**config.mk**
```make
export PLATFORM = sky130hd
export DESIGN_NAME = multi_port_grf
export DESIGN_NICKNAME = d
export VERILOG_FILES = /design/src/rtl/multi_port_grf.sv
export SDC_FILE = /design/constraint.sdc
export NUM_CORES = 2
export LEC_CHECK = 0
export ABC_AREA = 0
export BUFFER_PORTS_ARGS = -buffer_cell sky130_fd_sc_hd__buf_2
export CORE_ASPECT_RATIO = 1.4
export CORE_UTILIZATION = 35
export CTS_BUF_LIST = sky130_fd_sc_hd__clkbuf_8 sky130_fd_sc_hd__clkbuf_16
export CTS_CLUSTER_SIZE = 24
export DETAILED_ROUTE_END_ITERATION = 16
export HOLD_SLACK_MARGIN = 0.05
export MAX_ROUTING_LAYER = met4
export PLACE_DENSITY = 0.55
export SLEW_MARGIN = 20
export SYNTH_ARGS = -nofsm -noshare
export SYNTH_HDL_FRONTEND = slang
export SYNTH_SLANG_ARGS = --single-unit
```
**constraint.sdc**
```tcl
create_clock -name Clk -period 5.25 [get_ports Clk]
set_input_delay 0.2625 -clock Clk [delete_from_list [all_inputs] [get_ports Clk]]
set_output_delay 0.2625 -clock Clk [all_outputs]
set_load 0.02 [all_outputs]
```
**src/rtl/multi_port_grf.sv**
```systemverilog
// Multi-port register file with per-register pending-write counters.
// Optional same-cycle write-to-read forwarding when GRF_BYPASS_EN is defined.
module multi_port_grf #(
    parameter int DATA_W = 32,
    parameter int ADDR_W = 5,
    parameter int CNT_W  = 2
) (
    input  logic              Clk,
    input  logic              Reset_n,
    input  logic [ADDR_W-1:0] A1,
    input  logic [ADDR_W-1:0] A2,
    output logic [DATA_W-1:0] RD1,
    output logic [DATA_W-1:0] RD2,
    output logic              Busy1,
    output logic              Busy2,
    input  logic              WE0,
    input  logic              WE1,
    input  logic [ADDR_W-1:0] WA0,
    input  logic [ADDR_W-1:0] WA1,
    input  logic [DATA_W-1:0] WD0,
    input  logic [DATA_W-1:0] WD1,
    input  logic              IssueEn,
    input  logic [ADDR_W-1:0] IssueA,
    output logic              IssueStall,
    output logic              Err
);

    localparam int NUM_REGS = 2 ** ADDR_W;

    logic [DATA_W-1:0] regs_q [NUM_REGS];
    logic [CNT_W-1:0]  cnt_q  [NUM_REGS];
    logic [CNT_W-1:0]  cnt_d  [NUM_REGS];
    logic              err_q;
    logic              err_d;

    logic we0_v;
    logic we1_v;
    logic issue_req;
    logic issue_ok;

    // Inputs are ignored entirely while reset is held.
    assign we0_v     = Reset_n & WE0 & (WA0 != '0);
    assign we1_v     = Reset_n & WE1 & (WA1 != '0);
    assign issue_req = Reset_n & IssueEn & (IssueA != '0);
    assign IssueStall = issue_req & (&cnt_q[IssueA]);
    assign issue_ok   = issue_req & ~(&cnt_q[IssueA]);
    assign Err        = err_q;

    always_comb begin
        int sum;
        sum      = 0;
        err_d    = err_q;
        cnt_d[0] = '0;
        for (int r = 1; r < NUM_REGS; r++) begin
            sum = int'(cnt_q[r]);
            if (issue_ok && IssueA == ADDR_W'(r))
                sum = sum + 1;
            if (we0_v && WA0 == ADDR_W'(r))
                sum = sum - 1;
            if (we1_v && WA1 == ADDR_W'(r))
                sum = sum - 1;
            if (sum < 0) begin
                cnt_d[r] = '0;
                err_d    = 1'b1;
            end else begin
                cnt_d[r] = CNT_W'(sum);
            end
        end
    end

    always_ff @(posedge Clk or negedge Reset_n) begin
        if (!Reset_n) begin
            err_q <= 1'b0;
            for (int r = 0; r < NUM_REGS; r++) begin
                regs_q[r] <= '0;
                cnt_q[r]  <= '0;
            end
        end else begin
            err_q <= err_d;
            for (int r = 1; r < NUM_REGS; r++) begin
                cnt_q[r] <= cnt_d[r];
                // Port 1 is the older writer, so it wins a collision.
                if (we1_v && WA1 == ADDR_W'(r))
                    regs_q[r] <= WD1;
                else if (we0_v && WA0 == ADDR_W'(r))
                    regs_q[r] <= WD0;
            end
        end
    end

`ifdef GRF_BYPASS_EN
    function automatic logic [DATA_W-1:0] rd_port(
        input logic [ADDR_W-1:0] a
    );
        logic [DATA_W-1:0] v;
        v = regs_q[a];
        if (a != '0) begin
            if (we1_v && WA1 == a)
                v = WD1;
            else if (we0_v && WA0 == a)
                v = WD0;
        end
        return v;
    endfunction

    assign RD1   = rd_port(A1);
    assign RD2   = rd_port(A2);
    assign Busy1 = Reset_n & (cnt_d[A1] != '0);
    assign Busy2 = Reset_n & (cnt_d[A2] != '0);
`else
    assign RD1   = regs_q[A1];
    assign RD2   = regs_q[A2];
    assign Busy1 = cnt_q[A1] != '0;
    assign Busy2 = cnt_q[A2] != '0;
`endif

endmodule

```
## Word level (Yosys, flattened, before mapping)

Cells that the tools add are included.

| storage, ports and cells | value |
|---|---|
| bits in registers | 1,055 |
| output and inout port bits | 68 |
| logic and storage cells | 658 |

| cells by class | value |
|---|---|
| add/subtract/negate cells | 93 |
| order comparisons | 34 |
| equal/unequal tests | 93 |
| multiplexer cells | 232 |
| bitwise logic cells | 12 |
| reduce and logical (&&, ||, !) cells | 131 |

Operators by type and width:

| operator | count |
|---|---|
| 32-bit 2-to-1 mux | 128 |
| 32-bit by 2-bit subtractor with 32-bit output (second input constant) | 62 |
| 32-bit by 1-bit < comparator with 1-bit output (second input constant) | 31 |
| 32-bit binary-select mux with 5-bit select | 2 |
| 5-bit == test (second input constant) | 48 |
| 5-bit by 4-bit == test with 1-bit output (second input constant) | 24 |
| 2-bit by 1-bit adder with 3-bit output (second input constant) | 31 |
| 1-bit logical AND | 93 |
| 3-bit 2-to-1 mux | 31 |
| 2-bit 2-to-1 mux | 37 |
| 2-bit nonzero test | 33 |
| 5-bit by 3-bit == test with 1-bit output (second input constant) | 12 |
| 1-bit 2-to-1 mux | 31 |
| 31-bit nonzero test | 1 |
| 2-bit binary-select mux with 5-bit select | 3 |
| 5-bit by 2-bit == test with 1-bit output (second input constant) | 6 |
| 6-bit >= comparator (second input constant) | 3 |
| 5-bit NOT with 6-bit output | 3 |
| 5-bit by 1-bit == test with 1-bit output (second input constant) | 3 |
| 5-bit nonzero test | 3 |
| 1-bit bitwise AND | 8 |
| 2-bit AND reduction | 1 |
| 1-bit NOT | 1 |

## Longest topological paths before layout

| logic depth | value |
|---|---|
| word-level depth | 45 |
| mapped depth | 20 |
| mapped depth without buffers | 16 |

## Worst setup path before layout

Ideal clock, no wire load.

| path | value |
|---|---|
| path type | input port to flip-flop |
| start | input IssueA[0] |
| end | register err_q, in the netlist Err |
| setup time | 0.133 ns |
| data arrival time | 3.701 ns |
| data required time | 5.117 ns |
| setup slack | 1.416 ns |
| stages on the path | 16 |
| cell sequence | buf_2 -> mux2_1 -> a32o_1 -> nor4_4 -> o2111ai_2 -> xnor2_1 -> ha_1 -> ha_1 -> nand2_1 -> nor4_1 -> a22oi_1 -> mux2i_1 -> or4_1 -> nor4_1 -> and4_1 -> nand4_1 |

| between the ends | value |
|---|---|
| longest elaborated chain between the ends | 44 |

RTL lines:

| item | RTL line | RTL |
|---|---|---|
| start: declaration | 23 | `input logic [ADDR_W-1:0] IssueA,` |
| 5-bit NOT with 6-bit output (implied by the code) | 46 | `assign issue_ok = issue_req & ~(&cnt_q[IssueA]);` |
| 2-bit binary-select mux with 5-bit select | 46 |  |
| 2-bit 2-to-1 mux (implied by the code) (2 in a row) | 46 |  |
| 2-bit AND reduction | 46 |  |
| 1-bit NOT | 46 |  |
| 1-bit bitwise AND | 46 |  |
| 1-bit logical AND | 56 | `if (issue_ok && IssueA == ADDR_W'(r))` |
| 3-bit 2-to-1 mux | 56 |  |
| 32-bit by 2-bit subtractor with 32-bit output | 59 | `sum = sum - 1;` |
| 32-bit 2-to-1 mux | 58 | `if (we0_v && WA0 == ADDR_W'(r))` |
| 32-bit by 2-bit subtractor with 32-bit output | 61 | `sum = sum - 1;` |
| 32-bit 2-to-1 mux | 60 | `if (we1_v && WA1 == ADDR_W'(r))` |
| 32-bit by 1-bit < comparator with 1-bit output | 62 | `if (sum < 0) begin` |
| 1-bit 2-to-1 mux (30 in a row) | 62 |  |
| end signal: assignment | 79 | `err_q <= err_d;` |
| end: declaration | 33 | `logic err_q;` |

Several ways; a longest one is shown, not always the timed one. The select of a mux whose other input is x is not followed.
A chain may end at the register's enable or synchronous reset.

## Worst setup path after layout

| path | value |
|---|---|
| start | register cnt_q[31] (netlist bit) |
| end | register err_q, in the netlist Err |

| between the ends | value |
|---|---|
| longest elaborated chain between the ends | 43 |

RTL lines:

| item | RTL line | RTL |
|---|---|---|
| start: declaration | 31 | `logic [CNT_W-1:0] cnt_q [NUM_REGS];` |
| start signal: indexed assignment | 81 | `cnt_q[r] <= cnt_d[r];` |
| 2-bit binary-select mux with 5-bit select | 46 |  |
| 2-bit 2-to-1 mux (implied by the code) (2 in a row) | 46 |  |
| 2-bit AND reduction | 46 |  |
| 1-bit NOT | 46 |  |
| 1-bit bitwise AND | 46 |  |
| 1-bit logical AND | 56 |  |
| 3-bit 2-to-1 mux | 56 |  |
| 32-bit by 2-bit subtractor with 32-bit output | 59 |  |
| 32-bit 2-to-1 mux | 58 |  |
| 32-bit by 2-bit subtractor with 32-bit output | 61 |  |
| 32-bit 2-to-1 mux | 60 |  |
| 32-bit by 1-bit < comparator with 1-bit output | 62 |  |
| 1-bit 2-to-1 mux (30 in a row) | 62 |  |

Several ways; a longest one is shown, not always the timed one. The select of a mux whose other input is x is not followed.

==> run_results.csv <==
group,metric,value,unit
timing,fin_worst_skew,0.0129,ns
clock_network,cts_resized,0,
timing,hold_viol_final,0,
clock_network,cts_root_buffer,"clkbuf_16",
clock_network,cts_max_level,3,
worst_setup_path,crit_top_cell,"ha_1",
layout,nNetsFinal,6827,
global_route,grt_pass1_vias,57300,
route,first_pass_iters,14,
logic_synthesis,synthesis.nets,7077,
floorplanning,core-area,0.202,sq mm
logic_synthesis,ys_seq_area_frac,0.372,
global_route,grt_antenna_before_repair,18,
logic_synthesis,synth_edf_count,0,
timing,setup_tns,0,ns
status,outcome,"complete, but fails checks",
route,drt-total-wl,286000,um
logic_synthesis,syn_inst,6890,
timing,setup_viol,0,
clock_network,clock_latency,0.77,ns
layout,regArea,0.0264,sq mm
worst_setup_path,path_class,"flip-flop to flip-flop",
clock_network,clk_pin_slew,0.07,ns
global_route,grt_pass1_wl,413000,um
logic_synthesis,synthTopCellsByArea,"dfrtp_1 37%, mux4_2 19%, mux2i_1 13%, nand2_1 5.2%, o21ai_0 4.4%",
worst_setup_path,critPathArrivalTime,5.44,ns
clock_network,tritoncts,"built",
route,viasPerCell,6.13,
worst_setup_path,cp_cell_sequence,"mux4_2, a22oi_2, nand3_1, o21a_1, nor3_1, xnor2_1, ha_1, ha_1, and3b_1, and3_1, a21oi_1, mux2i_1, a311oi_1, and4_1, nand4_1",
placement,dpl.hpwl,166000,um
global_route,gr-total-overflow,0,
floorplanning,dieWidth,382,um
clock_network,cts_buffer_depth,3,
logic_synthesis,ys_ff_latch,1055,
pwr,peakVddDrop,0.313,mV
layout,multi_input_area,0.0420,sq mm
route,drtIter0Drc,6680,
worst_setup_path,cp_slowest_stage_delay,0.69,ns
hold_path,hold_path_class,"input pin to flip-flop",
route,wl_per_cell,30.4,um
floorplanning,row_count,195,
logic_synthesis,yosysTopAreaCell,"dfrtp_1",
floorplanning,die_h,535,um
worst_setup_path,crit_path_end_kind,"flip-flop",
floorplanning,dieArea,0.204,sq mm
logic_synthesis,synth_cell_type_count,81,
timing,worstMarginPinSlew,1.24,ns
pwr,p_per_area,377,mW/mm^2
clock_network,numCtsBuffers,109,
global_route,track_usage,0.284,
route,drc,40,
layout,n_fill_cell,19500,
placement,finalWeightedCongestion,0.967,
logic_synthesis,syn_area,0.0709,sq mm
clock_network,cts.sinks,1055,
route,ant_nets,0,
timing,rsz0062_at_grt,"false",
placement,place.port_buffers,161,
route,vias,57700,
global_route,grt_max_degree,157,
logic_synthesis,avgSynthCellArea,10.3,sq um
worst_setup_path,crit_path_start_kind,"flip-flop",
layout,layout_common_cells,"1055 x dfrtp_1, 987 x nand2_1, 905 x mux2i_1",
layout,area_growth,11.0,%
status,violations,"design-rule violations",
logic_synthesis,yosys.area.top_type_share,0.372,
floorplanning,initial_utilization,0.352,
floorplanning,ios,162,
flow_run,cap_violations,0,
timing,layout_min_cycle_time,4.81,ns
layout,drive_gt1_frac,0.199,
worst_setup_path,cp_slowest_cell,"a311oi_1",
worst_setup_path,critPathRequiredTime,5.88,ns
pwr,p_leak,31.4,nW
timing,min_period_over_period,0.916,
timing,report.final.slew_viol_count,0,
layout,final_common_cell,"dfrtp_1",
pwr,total_power,0.0296,W
logic_synthesis,yosys_most_used_dff,"dfrtp_1",
worst_setup_path,cp_max_fo,11,
timing,relSlewSlack,0.169,
logic_synthesis,yosysWarnings,34,
timing,clock.fmax,0.208,GHz
logic_synthesis,async_reset_ff_frac,1.00,
-- power breakdown --
group          switching [W]  internal, W
Sequential           0.00185       0.0102
Clock                0.00369      0.00464
Combinational        0.00455      0.00473
-- worst paths after layout --
path | cells after the start | slack [ns] | startpoint | endpoint
max | 15 | 0.44 | cnt_q[31] | Err
min | 4 | 0.11 | WA0[0] | cnt_q[11]
max reg2reg | 15 | 0.44 | cnt_q[31] | Err
min reg2reg | 2 | 0.56 | regs_q[316] | regs_q[316]
max in group asynchronous | 6 | 1.84 | Reset_n | regs_q[881]
min in group asynchronous | 3 | 0.16 | Reset_n | cnt_q[51]
-- kinds of logic (layout without fill, tap and decap cells) --
| logic type | after synthesis | in the layout | synth area share |
|---|---|---|---|
| AND/OR/NAND/NOR | 1911 | 1911 | 0.113 |
| multiplexers | 1643 | 1643 | 0.339 |
| AO/OA/AOI/OAI | 1287 | 1287 | 0.103 |
| XOR/XNOR | 121 | 121 | 0.0152 |
| buffers and inverters | 780 | 617 | 0.0423 |
| other | 0 | 17 | 0 |
| adder cells (fa/ha/maj) | 93 | 93 | 0.0164 |
| flip-flops | 1055 | 1055 | 0.372 |
-- critical path, delay by kind of cell (launching register included) --
kind | cells | cell delay [ns]
AOI/OAI and AO/OA | 4 | 1.31
xor gates and xnor gates | 1 | 0.29
adders and majority gates | 2 | 0.56
DFF | 1 | 0.48
muxes | 2 | 0.63
and+or+nand+nor | 6 | 1.42
-- Yosys cell counts, drive strengths merged, types with 6 or more instances --
cell	number
nor4	26
nor2b	29
buf	135
mux2i	906
xor2	34
nor3	81
nand3	46
nand2	990
inv	18
a31oi	166
and3	26
xnor2	87
or3	10
clkbuf	627
nand4	17
and3b	8
or2	6
mux2	146
nand2b	19
dfrtp	1055
ha	93
a21oi	300
or3b	7
mux4	591
nand3b	18
a22oi	10
o22ai	8
a22o	64
a211oi	39
o211ai	22
o21ai	636
nor2	601
-- stage by stage --
stage	worst slack, ns	instance area [sq um]	std cells	util	hold WS [ns]
finish	0.438	78700	9403	0.391	0.112
global route	0.0892	78700	9397	0.391	0.130
CTS	0.520	78700	9386	0.390	0.0571
detailed placement	0.275	74200	9115	0.368	0.202
global placement	0.344	74200	9115	0.368	0.198
floorplan	1.42	70900	6890	-	-0.0331
-- sequential cells by signal, indices dropped and copies added (netlist names) --
register	cells
cnt_q	62
regs_q	992
Err	1
-- repair_timing --
item | 4_1_cts | 5_1_grt
setup buffers | 0 | 0
hold endpoints to repair | 1074 | 0
hold buffers | 73 | 0
-- per-layer routing --
layer,vias up,track usage,routed length [um]
li1,24600,-,-
met1,29200,0.349,110000
met2,3017,0.445,134000
met3,786,0.0497,23700
met4,0,0.154,17600
met5,-,-,0
-- cell type report --
class,count,share of cell area
flip-flops and latches,1055,0.335
inverters,18,0.000858
multi-input cells,5055,0.534
well taps,2659,0.0423
clock buffers,138,0.0399
clock inverters,60,0.00742
repair buffers,401,0.0397
diodes,17,0.000540
Note: power is estimated with default switching activity, not from simulation.
